$ cat src/rtl/multicycle_control.sv
// Multicycle CPU control sequencer: owns PC and IR, steps fetch/decode/execute
// and drives memory, register-file and ALU control lines for each instruction.
module multicycle_control #(
    parameter int                     PC_WIDTH   = 16,
    parameter int                     DATA_WIDTH = 16,
    parameter logic [PC_WIDTH-1:0]    RESET_PC   = '0
) (
    input  logic                  clk,
    input  logic                  reset,
    input  logic                  stall,
    input  logic [DATA_WIDTH-1:0] instr_in,
    input  logic [DATA_WIDTH-1:0] reg_b_val,
    input  logic [4:0]            flags,
    output logic [PC_WIDTH-1:0]   pc,
    output logic [DATA_WIDTH-1:0] ir,
    output logic [PC_WIDTH-1:0]   mem_addr,
    output logic                  mem_we,
    output logic [3:0]            reg_read_a,
    output logic [3:0]            reg_read_b,
    output logic [3:0]            reg_write,
    output logic                  reg_we,
    output logic                  wb_sel,
    output logic                  imm_sel,
    output logic [7:0]            alu_opcode,
    output logic [2:0]            state_dbg
);

    typedef enum logic [2:0] {
        S_FETCH   = 3'd0,
        S_DECODE  = 3'd1,
        S_EXEC    = 3'd2,
        S_LD_ADDR = 3'd3,
        S_LD_WB   = 3'd4,
        S_BRANCH  = 3'd5
    } state_t;

    typedef enum logic [2:0] {
        C_RTYPE, C_ITYPE, C_LOAD, C_STOR, C_JCOND, C_BCOND, C_NOP
    } iclass_t;

    localparam logic [PC_WIDTH-1:0] PC_ONE = PC_WIDTH'(1);

    state_t  state;
    iclass_t ir_class;
    logic    cond_ok;
    logic [PC_WIDTH-1:0] disp_ext;

    function automatic iclass_t classify(input logic [15:0] w);
        iclass_t c;
        c = C_ITYPE;
        case (w[15:12])
            4'b0000: c = C_RTYPE;
            4'b1100: c = C_BCOND;
            4'b0100: begin
                case (w[7:4])
                    4'b0000: c = C_LOAD;
                    4'b0100: c = C_STOR;
                    4'b1100: c = C_JCOND;
                    default: c = C_NOP;
                endcase
            end
            default: c = C_ITYPE;
        endcase
        return c;
    endfunction

    // flags = {C, L, F, Z, N}
    function automatic logic cond_true(input logic [3:0] cond, input logic [4:0] f);
        logic c_f, l_f, f_f, z_f, n_f, r;
        {c_f, l_f, f_f, z_f, n_f} = f;
        case (cond)
            4'h0: r = z_f;
            4'h1: r = !z_f;
            4'h2: r = c_f;
            4'h3: r = !c_f;
            4'h4: r = l_f;
            4'h5: r = !l_f;
            4'h6: r = f_f;
            4'h7: r = !f_f;
            4'h8: r = n_f;
            4'h9: r = !n_f;
            4'hA: r = !l_f && !z_f;
            4'hB: r = l_f || z_f;
            4'hC: r = !n_f && !z_f;
            4'hD: r = n_f || z_f;
            4'hE: r = 1'b1;
            default: r = 1'b0;
        endcase
        return r;
    endfunction

    assign ir_class = classify(ir[15:0]);
    assign cond_ok  = cond_true(ir[11:8], flags);
    assign disp_ext = {{(PC_WIDTH-8){ir[7]}}, ir[7:0]};

    // Stall freezes everything; reset still wins because it is checked first.
    always_ff @(posedge clk) begin
        if (reset) begin
            state <= S_FETCH;
            pc    <= RESET_PC;
            ir    <= '0;
        end else if (!stall) begin
            case (state)
                S_FETCH: state <= S_DECODE;
                S_DECODE: begin
                    ir <= instr_in;
                    case (classify(instr_in[15:0]))
                        C_LOAD:           state <= S_LD_ADDR;
                        C_BCOND, C_JCOND: state <= S_BRANCH;
                        default:          state <= S_EXEC;
                    endcase
                end
                S_EXEC: begin
                    pc    <= pc + PC_ONE;
                    state <= S_FETCH;
                end
                S_LD_ADDR: state <= S_LD_WB;
                S_LD_WB: begin
                    pc    <= pc + PC_ONE;
                    state <= S_FETCH;
                end
                S_BRANCH: begin
                    if (!cond_ok)
                        pc <= pc + PC_ONE;
                    else if (ir_class == C_JCOND)
                        pc <= reg_b_val[PC_WIDTH-1:0];
                    else
                        pc <= pc + disp_ext;
                    state <= S_FETCH;
                end
                default: state <= S_FETCH;
            endcase
        end
    end

    always_comb begin
        mem_addr = pc;
        mem_we   = 1'b0;
        reg_we   = 1'b0;
        wb_sel   = 1'b0;
        case (state)
            S_EXEC: begin
                if (ir_class == C_STOR) begin
                    mem_addr = reg_b_val[PC_WIDTH-1:0];
                    mem_we   = !stall;
                end else if (ir_class == C_RTYPE || ir_class == C_ITYPE) begin
                    reg_we = !stall;
                end
            end
            S_LD_ADDR: mem_addr = reg_b_val[PC_WIDTH-1:0];
            S_LD_WB: begin
                reg_we = !stall;
                wb_sel = 1'b1;
            end
            default: ;
        endcase
    end

    assign imm_sel    = (ir_class == C_ITYPE);
    assign reg_read_a = ir[11:8];
    assign reg_read_b = ir[3:0];
    assign reg_write  = ir[11:8];
    assign alu_opcode = {ir[15:12], ir[7:4]};
    assign state_dbg  = state;

endmodule

$ cat config.mk
export PLATFORM = sky130hd
export DESIGN_NAME = multicycle_control
export DESIGN_NICKNAME = d
export VERILOG_FILES = /design/src/rtl/multicycle_control.sv
export SDC_FILE = /design/constraint.sdc
export NUM_CORES = 1
export LEC_CHECK = 0
export BUFFER_PORTS_ARGS = -buffer_cell sky130_fd_sc_hd__buf_2
export CAP_MARGIN = 20
export CORE_MARGIN = 2
export CORE_UTILIZATION = 40
export CTS_BUF_LIST = sky130_fd_sc_hd__clkbuf_8 sky130_fd_sc_hd__clkbuf_16
export DETAILED_ROUTE_END_ITERATION = 12
export PLACE_DENSITY_LB_ADDON = 0.08
export REMOVE_ABC_BUFFERS = 1
export SYNTH_ARGS = -nofsm -noshare
export SYNTH_HDL_FRONTEND = slang
export SYNTH_SLANG_ARGS = --single-unit
$ cat constraint.sdc
create_clock -name clk -period 4.5 [get_ports clk]
set_input_delay 0.9 -clock clk [delete_from_list [all_inputs] [get_ports clk]]
set_output_delay 0.9 -clock clk [all_outputs]
set_load 0.005 [all_outputs]
==> results of run 1 <==
sequential cells by signal (all words and copies together), names as in the netlist:
signal     cells
ir            16
pc            16
state_dbg      3
per-layer routing:
layer	GRT usage [%]	wire, um	share of wire, %	vias up
met4	5.435	114	1.2	0
met1	29.98	4446	47	1604
li1	-	-	-	1727
met2	36.75	4433	47	104
met5	0	0	0	-
met3	2.970	509	5.4	11
critical path, cell delays in order, from the launching register on:
cell and delay, ps:
dfxtp_1 450, nor4b_1 390, nand3_1 150, nor2_1 130
o21ba_2 490, mux2_2 400, buf_2 130
final timing paths:
check,from,endpoint,slack (ps)
setup / recovery,ir[6],mem_addr[14],1160
hold / removal,ir[13],ir[13],490
setup reg to reg,pc[0],pc[12],1750
hold reg to reg,ir[13],ir[13],490
cell families after synthesis:
| group | after synthesis | synth area share, % |
|---|---|---|
| flops | 35 | 21.78 |
| xor+xnor | 15 | 4.084 |
| buf+inv | 50 | 8.907 |
| mux | 22 | 7.468 |
| fa+ha+maj | 17 | 6.846 |
| compound gates | 133 | 25.98 |
| simple gates | 159 | 24.93 |
power groups by stage:
stage | clock network, mW | registers (mW) | logic [mW]
2_1_floorplan | 0 | 0.336 | 0.0484
3_3_place_gp | 0 | 0.338 | 0.102
3_5_place_dp | 0 | 0.338 | 0.103
4_1_cts | 0.309 | 0.331 | 0.104
5_1_grt | 0.322 | 0.333 | 0.117
6_report | 0.302 | 0.331 | 0.104
area by class of cell:
cell class              count  area share [%]
clock inverters             3           1.153
repair buffers            117           15.62
clock buffers               5           1.812
flip-flops and latches     35           18.45
multi-input cells         346           58.72
well taps                 102           3.361
inverters                   9          0.8896
through the flow:
| step | total power [mW] | instances | instance area [um2] |
|---|---|---|---|
| 4_1_cts | 0.7435 | 616 | 3790 |
| 2_1_floorplan | 0.3847 | 390 | 2964 |
| 3_5_place_dp | 0.4413 | 608 | 3677 |
| 5_1_grt | 0.7730 | 617 | 3797 |
| 6_report | 0.7363 | 617 | 3797 |
| 3_3_place_gp | 0.4399 | 608 | 3677 |
cells in the final DEF (no fill, tap or decap), types with 3 or more instances in the layout:
master / count
buf_2: 114
nand2_1: 59
a21oi_1: 53
dfxtp_1: 35
nor2_1: 29
o21ai_0: 23
mux2_2: 16
ha_1: 16
o22ai_1: 10
inv_1: 9
nor3_1: 9
xnor2_1: 9
nor2b_1: 8
and3_1: 8
nand4_1: 7
mux2i_1: 6
o211ai_1: 6
xor2_1: 6
nor4b_1: 5
or2_2: 5
clkbuf_8: 5
nand3_1: 4
nand2b_1: 4
o21a_1: 4
a211o_1: 4
or3_1: 4
and4_1: 4
a211oi_1: 4
a22oi_1: 4
o2111ai_1: 3
nor4_1: 3
a31oi_1: 3
buf_4: 3
==> flow_summary_export.csv, run 1 <==
group,metric,value,unit
worst_setup_path,start_kind,"flop",
clock_tree,clockBufferDepth,2,
power,ir_worst_vdd,0.09067,mV
job,maxCapViolations,0,
sta,skew,10.09,ps
drt,vias,3446,
power,clockPowerShare,41.0,%
yosys,synth_ff_type,"dfxtp_1",
finish,area_delta_synth_final,18.05,%
sta,tns,0,ps
worst_setup_path,crit_type,"reg2out",
finish,multi_input_area,2230,um2
drt,wl,9.503,mm
grt,grt_pass1_vias,3058,
sta,report.final.slew_viol_count,0,
placement,gp_congestion,0.8568,
sta,final-setup-viol-count,0,
worst_setup_path,ff2ff_path_depth,10,
clock_tree,clock_latency,300,ps
run_status,status,"finished clean",
yosys,synthCells,431,
yosys,synth_edf_count,0,
drt,first_iter_violations,127,
yosys,ys_top_cells_by_area,"dfxtp_1 22%, a21oi_1 8.2%, nand2_1 6.9%",
yosys,ys_ff_latch,35,
sta,fin_crit_sh,74.25,%
placement,pre_cts_slack,1348,ps
worst_setup_path,cp_max_fo,17,
yosys,avgSynthCellArea,7.464,um2
clock_tree,clkTransAtPathRegs,80,ps
finish,final_layout_size_suffix_gt1_share,29.32,%
clock_tree,cts-root-buf,"clkbuf_8",
clock_tree,postCtsSetupRepairBufs,0,
yosys,synth_sequential_area_ratio,21.78,%
drt,dr.pass1.iters,4,
power,p_seq_share,44.9,%
yosys,synthDistinctLibCells,57,
grt,grt_overflow,0,
yosys,synth_top_area_share,21.78,%
power,netSwitchingPower,206.6,uW
power,intPower,529.8,uW
worst_setup_path,required,3600,ps
placement,dp_hpwl,6.913,mm
finish,regArea,700.7,um2
power,leakage,1.745,nW
power,swShare,28.05,%
floorplanning,io_pins,115,
floorplanning,core,7767,um2
finish,diodes,0,
drt,ant_nets,0,
worst_setup_path,setup.worst_path.end_class,"output port",
sta,period_needed,3341,ps
finish,fill_cells,816,
yosys,yosys-top-cells-count,"59 x nand2_1, 53 x a21oi_1, 35 x dfxtp_1, 29 x nor2_1, 23 x o21ai_0",
clock_tree,postCtsHoldBufs,0,
grt,antenna_found_initial,0,
floorplanning,rows,32,
grt,grt_pass1_wl,15.44,mm
floorplanning,die_y,93.68,um
clock_tree,cts_tree,"built",
sta,slew_headroom,41.86,%
sta,whs,487.4,ps
clock_tree,cts_buffers,5,
drt,wl_per_cell,15.40,um
floorplanning,design.die.area,8775,um2
floorplanning,die_w,93.68,um
power,power.density,193.9,nW/um2
grt,grt_max_degree,38,
finish,nNetsFinal,571,
yosys,synth_most_common_cell,"nand2_1",
clock_tree,cts_resized,0,
worst_setup_path,worstPathArrival,2440,ps
placement,portBuffers,114,
sta,fmax,299.3,MHz
grt,track_usage,21.99,%
sta,hold_viol,0,
power,p_comb_share,14.1,%
hold_path,whs_path_depth,2,
yosys,netlist_area,3217,um2
finish,final_core_util,48.89,%
floorplanning,start_util,41.41,%
drt,via_per_inst,5.585,
hold_path,hold_class,"reg2reg",
clock_tree,cts.sinks,35,
sta,rsz0062_at_grt,"false",
clock_tree,cts_htree_levels,2,
sta,worstMarginPinSlew,869.6,ps
sta,worst_slack,1159,ps
yosys,yosysWarnings,0,
yosys,synth.largest_area_cell,"dfxtp_1",
yosys,async_flop_share,0,%
drt,drcViolationCount,0,
Note: power is estimated with default switching activity, not from simulation.
==> run 2: changes to the inputs <==
- ABC_AREA: not set -> 1
- clock period: 4.5 -> 2.9 ns (I/O delays scaled with it)
==> run 2 against run 1 <==
Critical path depth grew 2. Largest power group unchanged. Global-route usage grew 0.55 points. Synthesized cell count grew 41%. Total power grew 65%. Via count grew 18%. Flip-flop and latch count is the same. Die area grew 12%. Hold slack gained 10 ps. Non-clock buffer count grew 6. Utilization shrank 0.18 points. Worst setup slack lost 920 ps. Clock skew is essentially flat.
==> flow_summary_export.csv, run 2 <==
group,metric,value,unit
run_status,status,"finished clean",
sta,report.final.slew_viol_count,0,
drt,drcViolationCount,0,
yosys,synth_top_area_share,19.44,%
yosys,synth_most_common_cell,"nand2_1",
floorplanning,design.die.area,9787,um2
clock_tree,cts_htree_levels,2,
finish,diodes,0,
sta,rsz0062_at_grt,"false",
placement,portBuffers,114,
floorplanning,start_util,41.33,%
clock_tree,clockBufferDepth,2,
drt,wl_per_cell,13.69,um
sta,period_needed,2665,ps
sta,slew_headroom,64.24,%
hold_path,hold_class,"reg2reg",
finish,area_delta_synth_final,17.84,%
yosys,async_flop_share,0,%
yosys,ys_ff_latch,35,
power,power.density,286.8,nW/um2
yosys,yosys-top-cells-count,"181 x nand2_1, 78 x inv_1, 62 x nor2_1, 52 x a21oi_1, 49 x nand3_1",
yosys,synthDistinctLibCells,39,
clock_tree,clock_latency,300,ps
yosys,synth.largest_area_cell,"dfxtp_1",
drt,ant_nets,0,
grt,grt_pass1_wl,17.87,mm
clock_tree,cts.sinks,35,
power,ir_worst_vdd,0.2707,mV
worst_setup_path,crit_type,"reg2out",
clock_tree,cts_tree,"built",
drt,first_iter_violations,139,
finish,regArea,700.7,um2
yosys,synth_sequential_area_ratio,19.44,%
yosys,synthSimpleGateAreaFrac,38.77,%
grt,grt_max_degree,28,
worst_setup_path,cp_max_fo,8,
finish,mostFrequentLayoutCells,"181 x nand2_1, 114 x buf_2, 78 x inv_1",
finish,final_layout_size_suffix_gt1_share,23.90,%
grt,grt_pass1_vias,3683,
drt,dr.pass1.iters,5,
drt,vias,4057,
yosys,ys_top_cells_by_area,"dfxtp_1 19%, nand2_1 19%, inv_1 8.1%",
yosys,synth_adder_area_share,6.109,%
drt,via_per_inst,5.002,
floorplanning,rows,34,
sta,skew,9.966,ps
finish,fill_cells,979,
clock_tree,clkTransAtPathRegs,90,ps
drt,wl,11.10,mm
yosys,synthMuxAreaShare,2.464,%
floorplanning,die_y,98.93,um
yosys,synth_ff_type,"dfxtp_1",
sta,fin_crit_sh,91.88,%
yosys,synthCells,607,
worst_setup_path,required,2320,ps
sta,hold_viol,0,
yosys,netlist_area,3605,um2
job,maxCapViolations,0,
finish,layout_commonest_cell,"nand2_1",
worst_setup_path,start_kind,"flop",
yosys,avgSynthCellArea,5.939,um2
sta,fmax,375.3,MHz
worst_setup_path,setup.worst_path.end_class,"output port",
yosys,synth-compound-area-share,14.72,%
sta,whs,497.9,ps
sta,final-setup-viol-count,0,
floorplanning,die_w,98.93,um
yosys,synth_top_family_by_area,"simple AND/OR/NAND/NOR gates",
sta,worstMarginPinSlew,533.3,ps
grt,antenna_found_initial,0,
clock_tree,cts_buffers,5,
clock_tree,cts-root-buf,"clkbuf_8",
sta,tns,0,ps
clock_tree,cts_resized,0,
finish,nNetsFinal,759,
placement,gp_congestion,0.8874,
finish,multi_input_area,2333,um2
placement,dp_hpwl,8.408,mm
grt,grt_overflow,0,
yosys,synth_xor_area_share,2.673,%
worst_setup_path,worstPathArrival,2080,ps
yosys,synth_edf_count,0,
grt,track_usage,22.54,%
floorplanning,core,8721,um2
power,leakage,2.252,nW
yosys,yosysWarnings,0,
floorplanning,io_pins,115,
## run 2: metrics by stage
step	utilization, %	cell area, um2	setup slack [ps]	instances	total power, mW
6_report	48.71	4248	235.5	811	1.218
5_1_grt	48.71	4248	69.74	811	1.271
4_1_cts	48.45	4225	149.5	808	1.227
3_5_place_dp	47.16	4113	477.8	800	0.7550
3_3_place_gp	47.16	4113	525.3	800	0.7524
2_1_floorplan	-	3349	514.0	572	0.6485
## run 2: power by group
part,internal [mW],total [mW],switching [mW]
logic,0.0943,0.224,0.130
clock network,0.257,0.475,0.218
registers,0.495,0.519,0.0243
total,0.846,1.22,0.373
## run 2: cell type report
type                       instances  share of cell area, %
multi-input combinational        453                  54.93
timing repair buffer             123                  15.32
clock inverter                     3                  1.031
clock buffer                       5                  1.620
tap                              108                  3.181
sequential                        35                  16.49
inverter                          84                  7.423
## run 2: logic make-up after synthesis
family	count (synthesis)
fa+ha+maj	17
xor+xnor	11
flops	35
compound gates	91
simple gates	326
mux	8
buf+inv	119
## run 2: path summary, 6_finish.rpt
check         start     endpoint  slack (ps)  depth (start not counted)
min          ir[12]       ir[12]         500                          2
min reg2reg  ir[12]       ir[12]         500                          2
max reg2reg   pc[0]       pc[12]         690                         15
max          ir[12]  mem_addr[4]         240                          8
## run 2: critical path: stages (launching register included)
cell,delay (ps)
dfxtp_1,340
nor2_1,150
nand2_1,90
nor2_1,140
nand4_1,180
a21oi_4,200
buf_4,200
mux2_2,350
buf_2,120
## run 2: per-layer routing
metal | up-vias | global-route usage (%) | share of wire (%)
met5 | - | 0 | 0
met2 | 122 | 37.58 | 46
li1 | 2111 | - | -
met3 | 10 | 3.050 | 5.4
met1 | 1814 | 30.36 | 47
met4 | 0 | 6.533 | 1.1
## run 2: repair_timing
item                       CTS  global route
setup buffers                0             3
hold buffers                 0             0
setup endpoints to repair    0             3
==> run 3: changes to the inputs <==
- HOLD_SLACK_MARGIN: not set -> 0.06
- clock period: 2.9 -> 2.4 ns (I/O delays scaled with it)
==> run 3 against run 2 <==
The run now ends with negative setup slack left. Via count increased by 1.3%. Count of clock-buffer cells in the layout did not move. Combinational power grew 28%. Flip-flop and latch count unchanged. Final cell count increased by 0.99%. Clock power decreased by 6.5%. Hold slack got worse by 78 ps. Global-route usage fell by 0.54 points. Critical path type unchanged. Highest routed layer unchanged.
==> flow_summary_export.csv, run 3 (synthesis gave the netlist of run 2 again) <==
group,metric,value,unit
run_status,status,"complete, but fails checks",
run_status,failed_checks,"negative setup slack",
finish,fill_cells,950,
drt,dr.pass1.iters,5,
sta,worstMarginPinSlew,504.7,ps
worst_setup_path,ff2ff_path_depth,14,
worst_setup_path,r2r-start,"ir[0]",
worst_setup_path,reg2reg_slack,360,ps
worst_setup_path,cp_max_fo,4,
sta,whs,419.8,ps
power,finalPower,1.351,mW
floorplanning,start_util,41.33,%
floorplanning,core,8721,um2
finish,mostFrequentLayoutCells,"180 x nand2_1, 108 x buf_2, 79 x inv_1",
clock_tree,cts_buffers,5,
finish,area_delta_synth_final,22.56,%
worst_setup_path,start_kind,"flop",
finish,nNetsFinal,767,
clock_tree,cts_tree,"built",
hold_path,hold_start,"instr_in[2]",
grt,antenna_found_initial,0,
worst_setup_path,crit_start,"ir[13]",
grt,grt_pass1_wl,17.50,mm
worst_setup_path,reg2reg_to,"pc[12]",
sta,final-setup-viol-count,15,
placement,gp_congestion,0.9751,
sta,worst_slack,-95.28,ps
grt,grt_max_degree,28,
clock_tree,cts-root-buf,"clkbuf_8",
clock_tree,postCtsHoldBufs,0,
drt,wl_per_cell,13.55,um
sta,period_needed,2495,ps
floorplanning,die_w,98.93,um
clock_tree,clock_latency,300,ps
hold_path,hold_class,"in2reg",
floorplanning,rows,34,
power,ir_worst_vdd,0.1970,mV
power,power.density,305.9,nW/um2
power,leakage,2.313,nW
clock_tree,cts_htree_levels,2,
sta,report.final.slew_viol_count,0,
finish,diodes,0,
finish,final_layout_size_suffix_gt1_share,25.74,%
drt,wl,11.10,mm
sta,fmax,400.8,MHz
clock_tree,clockBufferDepth,2,
grt,grt_overflow,0,
worst_setup_path,required,1920,ps
grt,track_usage,21.99,%
sta,fin_crit_sh,104.0,%
sta,skew,8.046,ps
sta,tns,-1029,ps
worst_setup_path,worstPathArrival,2020,ps
placement,portBuffers,114,
drt,first_iter_violations,251,
placement,dp_hpwl,8.159,mm
sta,hold_viol,0,
drt,vias,4110,
floorplanning,die_y,98.93,um
placement,pre_cts_slack,193.1,ps
sta,rsz0062_at_grt,"true",
sta,slew_headroom,66.16,%
drt,ant_nets,0,
drt,drcViolationCount,0,
finish,layout_commonest_cell,"nand2_1",
floorplanning,design.die.area,9787,um2
worst_setup_path,setup.worst_path.end_class,"output port",
finish,final_core_util,50.66,%
floorplanning,io_pins,115,
clock_tree,cts.sinks,35,
worst_setup_path,crit_type,"reg2out",
worst_setup_path,crit_end,"mem_addr[3]",
clock_tree,clkTransAtPathRegs,80,ps
job,maxCapViolations,0,
grt,grt_pass1_vias,3587,
drt,via_per_inst,5.018,
[run 3: layout make-up]
class	instances	area [um2]	area share [%]
clock buffers	5	68.82	1.558
flip-flops and latches	35	708.2	16.03
multi-input cells	453	2381	53.89
well taps	108	135.1	3.059
clock inverters	3	16.27	0.3682
repair buffers	131	793.3	17.96
inverters	84	315.3	7.137
[run 3: worst min-delay path by stage]
stage | endpoint | slack, ps | depth (start not counted)
after floorplan | state_dbg[2] | 490 | 2
after global placement | ir[12] | 480 | 2
after detailed placement | ir[13] | 480 | 2
after CTS | ir[2] | 420 | 3
after global routing | ir[3] | 430 | 3
final | ir[2] | 420 | 3
[run 3: metal layers]
metal | global-route usage, % | wire length (um) | part of all wire, %
met3 | 2.979 | 504 | 4.5
met5 | 0 | 0 | 0
met4 | 4.426 | 124 | 1.1
met1 | 30.35 | 5198 | 47
met2 | 36.80 | 5274 | 48
[run 3: worst max-delay path: stages (launching register included)]
cell and delay, ps:
dfxtp_4 360, nor2_4 120, nand2_2 60, nor2_2 120, nand4_1 160, a21oi_4 280, clkbuf_16 200, mux2_4 300
buf_6 120
[run 3: per-stage QoR]
stage                     cells  cell area [um2]
after floorplan             572             3349
after global placement      806             4158
after detailed placement    806             4158
after CTS                   816             4313
after global routing        819             4418
final                       819             4418
[run 3: where the power goes]
group          total [mW]  internal [mW]  switching (mW)
Combinational       0.286          0.123           0.163
Clock               0.444          0.199           0.245
Sequential          0.621          0.596          0.0249
[run 3: what timing repair did]
item | in CTS | in global routing
buffers inserted | 1 | 2
gates cloned | 1 | 1
pin swaps | 2 | 4
resized for setup | 8 | 19
endpoints found under the setup margin | 7 | 16
